`src/rtl/fpadd_arbpkg.sv`:
```
// Shared types and width helpers for the round-robin adder arbiter.
package fpadd_arbpkg;

  typedef enum logic [1:0] {IDLE, ISSUE, WAIT, RESP} ArbStateType;

  function automatic int calc_w(input int expbits, input int mbits);
    return 1 + expbits + mbits;
  endfunction

  function automatic int wd_width(input int timeout);
    return $clog2(timeout);
  endfunction

  function automatic int idx_width(input int n);
    return (n > 1) ? $clog2(n) : 1;
  endfunction

endpackage

```
`src/rtl/fpadd_arbiter_rr_pick.sv`:
```
// Combinational round-robin picker: first valid request after the last grant.
module rr_pick
  import fpadd_arbpkg::*;
#(
  parameter int NREQ = 4,
  parameter int IW   = idx_width(NREQ)
) (
  input  logic [NREQ-1:0] i_req,
  input  logic [IW-1:0]   i_last,
  output logic [IW-1:0]   o_grant,
  output logic            o_any
);

  int w_best;

  // Distance 0 is the index immediately after the last grant.
  function automatic int rr_dist(input int idx, input logic [IW-1:0] last);
    return (idx + NREQ - 1 - int'(last)) % NREQ;
  endfunction

  always_comb begin
    o_grant = '0;
    o_any   = 1'b0;
    w_best  = NREQ;
    for (int i = 0; i < NREQ; i++) begin
      if (i_req[i] && (rr_dist(i, i_last) < w_best)) begin
        w_best  = rr_dist(i, i_last);
        o_grant = IW'(i);
        o_any   = 1'b1;
      end
    end
  end

endmodule

```
`src/rtl/fpadd_arbiter.sv`:
```
// Round-robin scheduler sharing one adder among NREQ requesters, with a
// watchdog that aborts an operation whose result never arrives.
module fpadd_arbiter
  import fpadd_arbpkg::*;
#(
  parameter int NREQ         = 4,
  parameter int EXPBITS      = 8,
  parameter int MANTISSABITS = 23,
  parameter int TIMEOUT      = 64,
  localparam int W           = calc_w(EXPBITS, MANTISSABITS)
) (
  input  logic              Clock,
  input  logic              Reset,
  input  logic [NREQ-1:0]   ReqValid,
  input  logic [NREQ*W-1:0] ReqA,
  input  logic [NREQ*W-1:0] ReqB,
  output logic [NREQ-1:0]   ReqReady,
  output logic [NREQ-1:0]   RespValid,
  output logic [W-1:0]      RespResult,
  output logic              RespError,
  output logic [W-1:0]      AddA,
  output logic [W-1:0]      AddB,
  output logic              Go,
  input  logic              FlagResult,
  input  logic [W-1:0]      AddResult,
  output logic              Busy
);

  localparam int IW  = idx_width(NREQ);
  localparam int WDW = wd_width(TIMEOUT);

  ArbStateType      r_state;
  ArbStateType      w_state_nxt;
  logic [IW-1:0]    r_grant;
  logic [IW-1:0]    r_last;
  logic [IW-1:0]    w_pick;
  logic             w_any;
  logic [WDW-1:0]   r_wd;
  logic             w_timeout;
  logic [W-1:0]     r_add_a;
  logic [W-1:0]     r_add_b;
  logic [W-1:0]     r_result;
  logic             r_error;
  logic [W-1:0]     w_sel_a;
  logic [W-1:0]     w_sel_b;

  function automatic logic [NREQ-1:0] onehot(input logic [IW-1:0] idx);
    logic [NREQ-1:0] v;
    v      = '0;
    v[idx] = 1'b1;
    return v;
  endfunction

  rr_pick #(.NREQ(NREQ), .IW(IW)) u_pick (
    .i_req   (ReqValid),
    .i_last  (r_last),
    .o_grant (w_pick),
    .o_any   (w_any)
  );

  always_comb begin
    w_sel_a = '0;
    w_sel_b = '0;
    for (int i = 0; i < NREQ; i++) begin
      if (w_pick == IW'(i)) begin
        w_sel_a = ReqA[i*W +: W];
        w_sel_b = ReqB[i*W +: W];
      end
    end
  end

  assign w_timeout = (r_wd == WDW'(TIMEOUT - 1));

  always_ff @(posedge Clock) begin
    if (Reset) r_state <= IDLE;
    else       r_state <= w_state_nxt;
  end

  // Strobes are suppressed while Reset is high so nothing is accepted or
  // returned in a cycle whose state update is being discarded.
  always_comb begin
    w_state_nxt = r_state;
    ReqReady    = '0;
    RespValid   = '0;
    Go          = 1'b0;
    case (r_state)
      IDLE: begin
        if (w_any) begin
          w_state_nxt = ISSUE;
          ReqReady    = onehot(w_pick);
        end
      end
      ISSUE: begin
        w_state_nxt = WAIT;
        Go          = 1'b1;
      end
      WAIT: begin
        if (FlagResult || w_timeout) w_state_nxt = RESP;
      end
      RESP: begin
        w_state_nxt = IDLE;
        RespValid   = onehot(r_grant);
      end
      default: w_state_nxt = IDLE;
    endcase
    Busy = (r_state != IDLE);
    if (Reset) begin
      ReqReady  = '0;
      RespValid = '0;
      Go        = 1'b0;
      Busy      = 1'b0;
    end
  end

  always_ff @(posedge Clock) begin
    if (Reset) begin
      r_grant  <= '0;
      r_last   <= IW'(NREQ - 1);
      r_wd     <= '0;
      r_add_a  <= '0;
      r_add_b  <= '0;
      r_result <= '0;
      r_error  <= 1'b0;
    end else begin
      case (r_state)
        IDLE: begin
          if (w_any) begin
            r_grant <= w_pick;
            r_add_a <= w_sel_a;
            r_add_b <= w_sel_b;
          end
        end
        ISSUE: r_wd <= '0;
        WAIT: begin
          r_wd <= r_wd + 1'b1;
          // A result on the timeout cycle still counts as success.
          if (FlagResult) begin
            r_result <= AddResult;
            r_error  <= 1'b0;
          end else if (w_timeout) begin
            r_result <= '0;
            r_error  <= 1'b1;
          end
        end
        RESP: r_last <= r_grant;
        default: ;
      endcase
    end
  end

  assign AddA       = r_add_a;
  assign AddB       = r_add_b;
  assign RespResult = r_result;
  assign RespError  = r_error;

endmodule

```
`config.mk`:
```
export PLATFORM = sky130hd
export DESIGN_NAME = fpadd_arbiter
export DESIGN_NICKNAME = d
export VERILOG_FILES = /design/src/rtl/fpadd_arbpkg.sv /design/src/rtl/fpadd_arbiter_rr_pick.sv /design/src/rtl/fpadd_arbiter.sv
export SDC_FILE = /design/constraint.sdc
export NUM_CORES = 1
export LEC_CHECK = 0
export CAP_MARGIN = 20
export CORE_AREA = 10 10 147 149
export DETAILED_ROUTE_END_ITERATION = 16
export DIE_AREA = 0 0 157 159
export GPL_ROUTABILITY_DRIVEN = 0
export PLACE_DENSITY = 0.77
export SYNTH_ARGS = -nofsm -noshare
export SYNTH_HDL_FRONTEND = slang
export SYNTH_HIERARCHICAL = 1
export SYNTH_SLANG_ARGS = --single-unit
```
`constraint.sdc`:
```
create_clock -name Clock -period 4.9 [get_ports Clock]
set_input_delay 0.98 -clock Clock [delete_from_list [all_inputs] [get_ports Clock]]
set_output_delay 0.98 -clock Clock [all_outputs]
set_load 0.01 [all_outputs]
```
==> flow_metrics.py <==
metrics = {
    "run_status": {
        "status": "finished with violations",
        "violations": "setup timing",
    },
    "global_routing": {
        "grt_pass1_wl_microns": 38400,
        "antenna_found_initial": 5,
        "grt_pass1_vias": 6037,
        "grt_max_degree": 64,
        "grt-ovfl-total": 0,
        "gr-usage-all-layers_pct": 20.0,
    },
    "floorplan": {
        "fp.dieH_microns": 159,
        "dieArea_sq_um": 25000,
        "coreArea_sq_um": 18600,
        "initial_utilization_pct": 29.6,
        "die_width_microns": 157,
        "rows": 50,
        "ioPinCount": 402,
    },
    "pwr": {
        "peakVddDrop_mv": 0.251,
        "power.total_uw": 4800,
        "p_per_area_nw_per_um2": 467,
        "p_leak_uw": 0.00372,
    },
    "clocking": {
        "hold_buffers": 0,
        "clkSinkCount": 109,
        "clkLatencyLatePin_ns": 0.35,
        "cts_buffers": 9,
        "cts.path.max_buffers": 2,
        "cts_root_buf": "clkbuf_16",
        "clk_pin_slew_ns": 0.08,
        "htree_num_levels": 3,
        "cts_tree": "done",
    },
    "synthesis": {
        "yosysWarnings": 6,
        "ys_ff_latch": 109,
        "yosysSeqAreaShare_pct": 39.7,
        "syn-instance-count": 474,
        "synth_edf_count": 0,
        "synth_cell_types": 45,
        "synthArstFlopShare_pct": 0,
        "yosys-top-cells-area": "dfxtp_1 (40%), mux4_2 (26%), a22o_1 (10%)",
        "avgSynthCellArea_sq_um": 11.6,
        "syn-num-nets": 778,
        "syn_area_sq_um": 5500,
        "synth_top_area_cell": "dfxtp_1",
        "synth_top_area_share_pct": 39.7,
        "synth-main-ff-cell": "dfxtp_1",
    },
    "timing": {
        "worst_slew_pin_slew_ns": 0.948,
        "setup_slack_ns": -0.105,
        "final-setup-viol-count": 3,
        "maxSlewViolCount": 0,
        "max_clock_freq_ghz": 0.200,
        "skew_ns": 0.00941,
        "hold_violations": 0,
        "period_minus_slack_ns": 5.01,
        "slew_headroom_pct": 36.7,
        "rsz0062_at_grt": "yes",
        "holdWs_ns": 0.477,
        "post-route-period-util_pct": 102,
    },
    "critical_path": {
        "cp_max_fo": 5,
        "r2r_cells": 19,
        "worst-path-buf-inv": 3,
        "slowest_stage": "a211o_4",
        "crit_required_ns": 3.92,
        "critical-path-top-delay-family": "compound AO/OA/AOI/OAI gates",
        "rrSetupSlack_ns": 0.36,
        "path_class": "input port to output port",
        "rr_startpoint": "r_last[1]",
        "critPathCaptureType": "output port",
        "cp-start-kind": "input port",
        "path_depth": 16,
        "cp_cell_sequence": "buf_6 -> or2b_1 -> ha_2 -> a211o_2 -> a21o_1 -> ha_4 -> o22ai_2 -> a22oi_2 -> nor2_1 -> a21o_1 -> ha_4 -> a31oi_4 -> buf_4 -> a211o_4 -> nor4_4 -> buf_4",
        "cpPeakStageDelay_ns": 0.30,
        "rr_endpoint": "AddB[16]",
        "cp.arrival_ns": 4.03,
    },
    "routing": {
        "drt_iter0_markers": 301,
        "drt_wl_total_microns": 26000,
        "drc": 0,
        "num_vias": 5662,
        "post_drt_wl_per_cell_microns": 23.3,
        "drt-pass1-iter-count": 6,
        "drtAntennaViolNets": 0,
        "vias_per_cell": 5.08,
    },
    "hold_path": {
        "min_to": "RespResult[30]",
        "hold_class": "flop to flop",
        "hold_depth": 2,
        "min_from": "RespResult[30]",
    },
    "placement": {
        "dp_hpwl_microns": 20700,
        "place_area_sq_um": 9820,
        "numPortBuffers": 401,
    },
    "cells_and_area": {
        "fillers": 1585,
        "multi_input_area_sq_um": 3220,
        "area_growth_pct": 86.8,
        "layout-drive-gt1-share_pct": 15.6,
        "final_cell_area_sq_um": 10300,
        "nNetsFinal": 1175,
        "regArea_sq_um": 2180,
        "fin_util_pct": 55.3,
    },
    "flow_run": {
        "maxCapViolCount": 0,
    },
}
[synthesized netlist by cell type (all sizes together) (6+ instances only)]
cell	number
a21oi	40
a22o	64
buf	17
clkbuf	29
dfxtp	109
ha	9
inv	6
mux4	64
nand2	40
nor2	10
o21ai	34
[area by class of cell]
cell class,count,area share (%)
timing repair buffer,432,41.4
clock buffer,11,2.46
tap,234,2.85
inverter,6,0.219
clock inverter,5,0.390
sequential,109,21.2
multi-input combinational,313,31.3
antenna,4,0.0974
[placed cells by master (no fill, tap or decap), types with 8 or more instances in the layout]
| cell | n |
|---|---|
| buf_4 | 28 |
| mux4_2 | 64 |
| clkbuf_16 | 9 |
| dfxtp_1 | 109 |
| a21oi_1 | 39 |
| clkdlybuf4s50_1 | 394 |
| nor2_1 | 8 |
| a22o_1 | 64 |
| nand2_1 | 40 |
| o21ai_0 | 34 |
[metal layers]
metal	up-vias	routed length (microns)	share of wire [%]	GRT usage, %
li1	2642	-	-	-
met1	2738	8950	34	20.3
met2	251	13500	52	35.0
met3	29	2990	12	9.50
met4	2	498	1.9	6.48
met5	-	13	0.050	0
[through the flow]
| step | setup slack (ns) | setup TNS, ns | std cells |
|---|---|---|---|
| floorplan | 0.00545 | 0 | 474 |
| global placement | -0.801 | -25.00 | 1084 |
| detailed placement | -0.868 | -32.89 | 1084 |
| CTS | -0.0906 | -0.126 | 1108 |
| global route | -0.280 | -0.851 | 1114 |
| finish | -0.105 | -0.220 | 1114 |
[worst max path at each step]
stage,from,endpoint
global route,ReqValid[0],ReqReady[1]
floorplan,ReqValid[0],ReqReady[1]
detailed placement,ReqValid[0],ReqReady[1]
global placement,ReqValid[0],ReqReady[0]
finish,ReqValid[0],ReqReady[0]
CTS,ReqValid[0],ReqReady[1]
[flip-flops by register name, indices dropped and copies added, names as in the netlist]
signal / count
AddA: 32
AddB: 32
RespResult: 32
r_wd: 6
r_grant: 2
r_last: 2
r_state: 2
RespError: 1
[power breakdown]
part	internal, uW	switching [uW]
clock	379	354
sequential	1180	170
combinational	1550	1170
[worst min-delay path: cells and delay by family (launching register included)]
family,cells,cell delay [ns]
flip-flops,1,0.31
AO/OA/AOI/OAI,2,0.12
[what timing repair did]
action / 4_1_cts / 5_1_grt
gates resized for setup: 32 / 5
setup buffers: 8 / 2
pin swaps: 6 / 3
setup endpoints to repair: 59 / 4
[cells by family after synthesis]
logic type / synth area share, %
AO/OA/AOI/OAI: 19.5
adder cells (fa/ha/maj): 2.05
AND/OR/NAND/NOR: 6.85
buffers and inverters: 4.57
XOR/XNOR: 0.796
flip-flops: 39.7
multiplexers: 26.6
No activity file was read; power rests on OpenSTA's default activity.
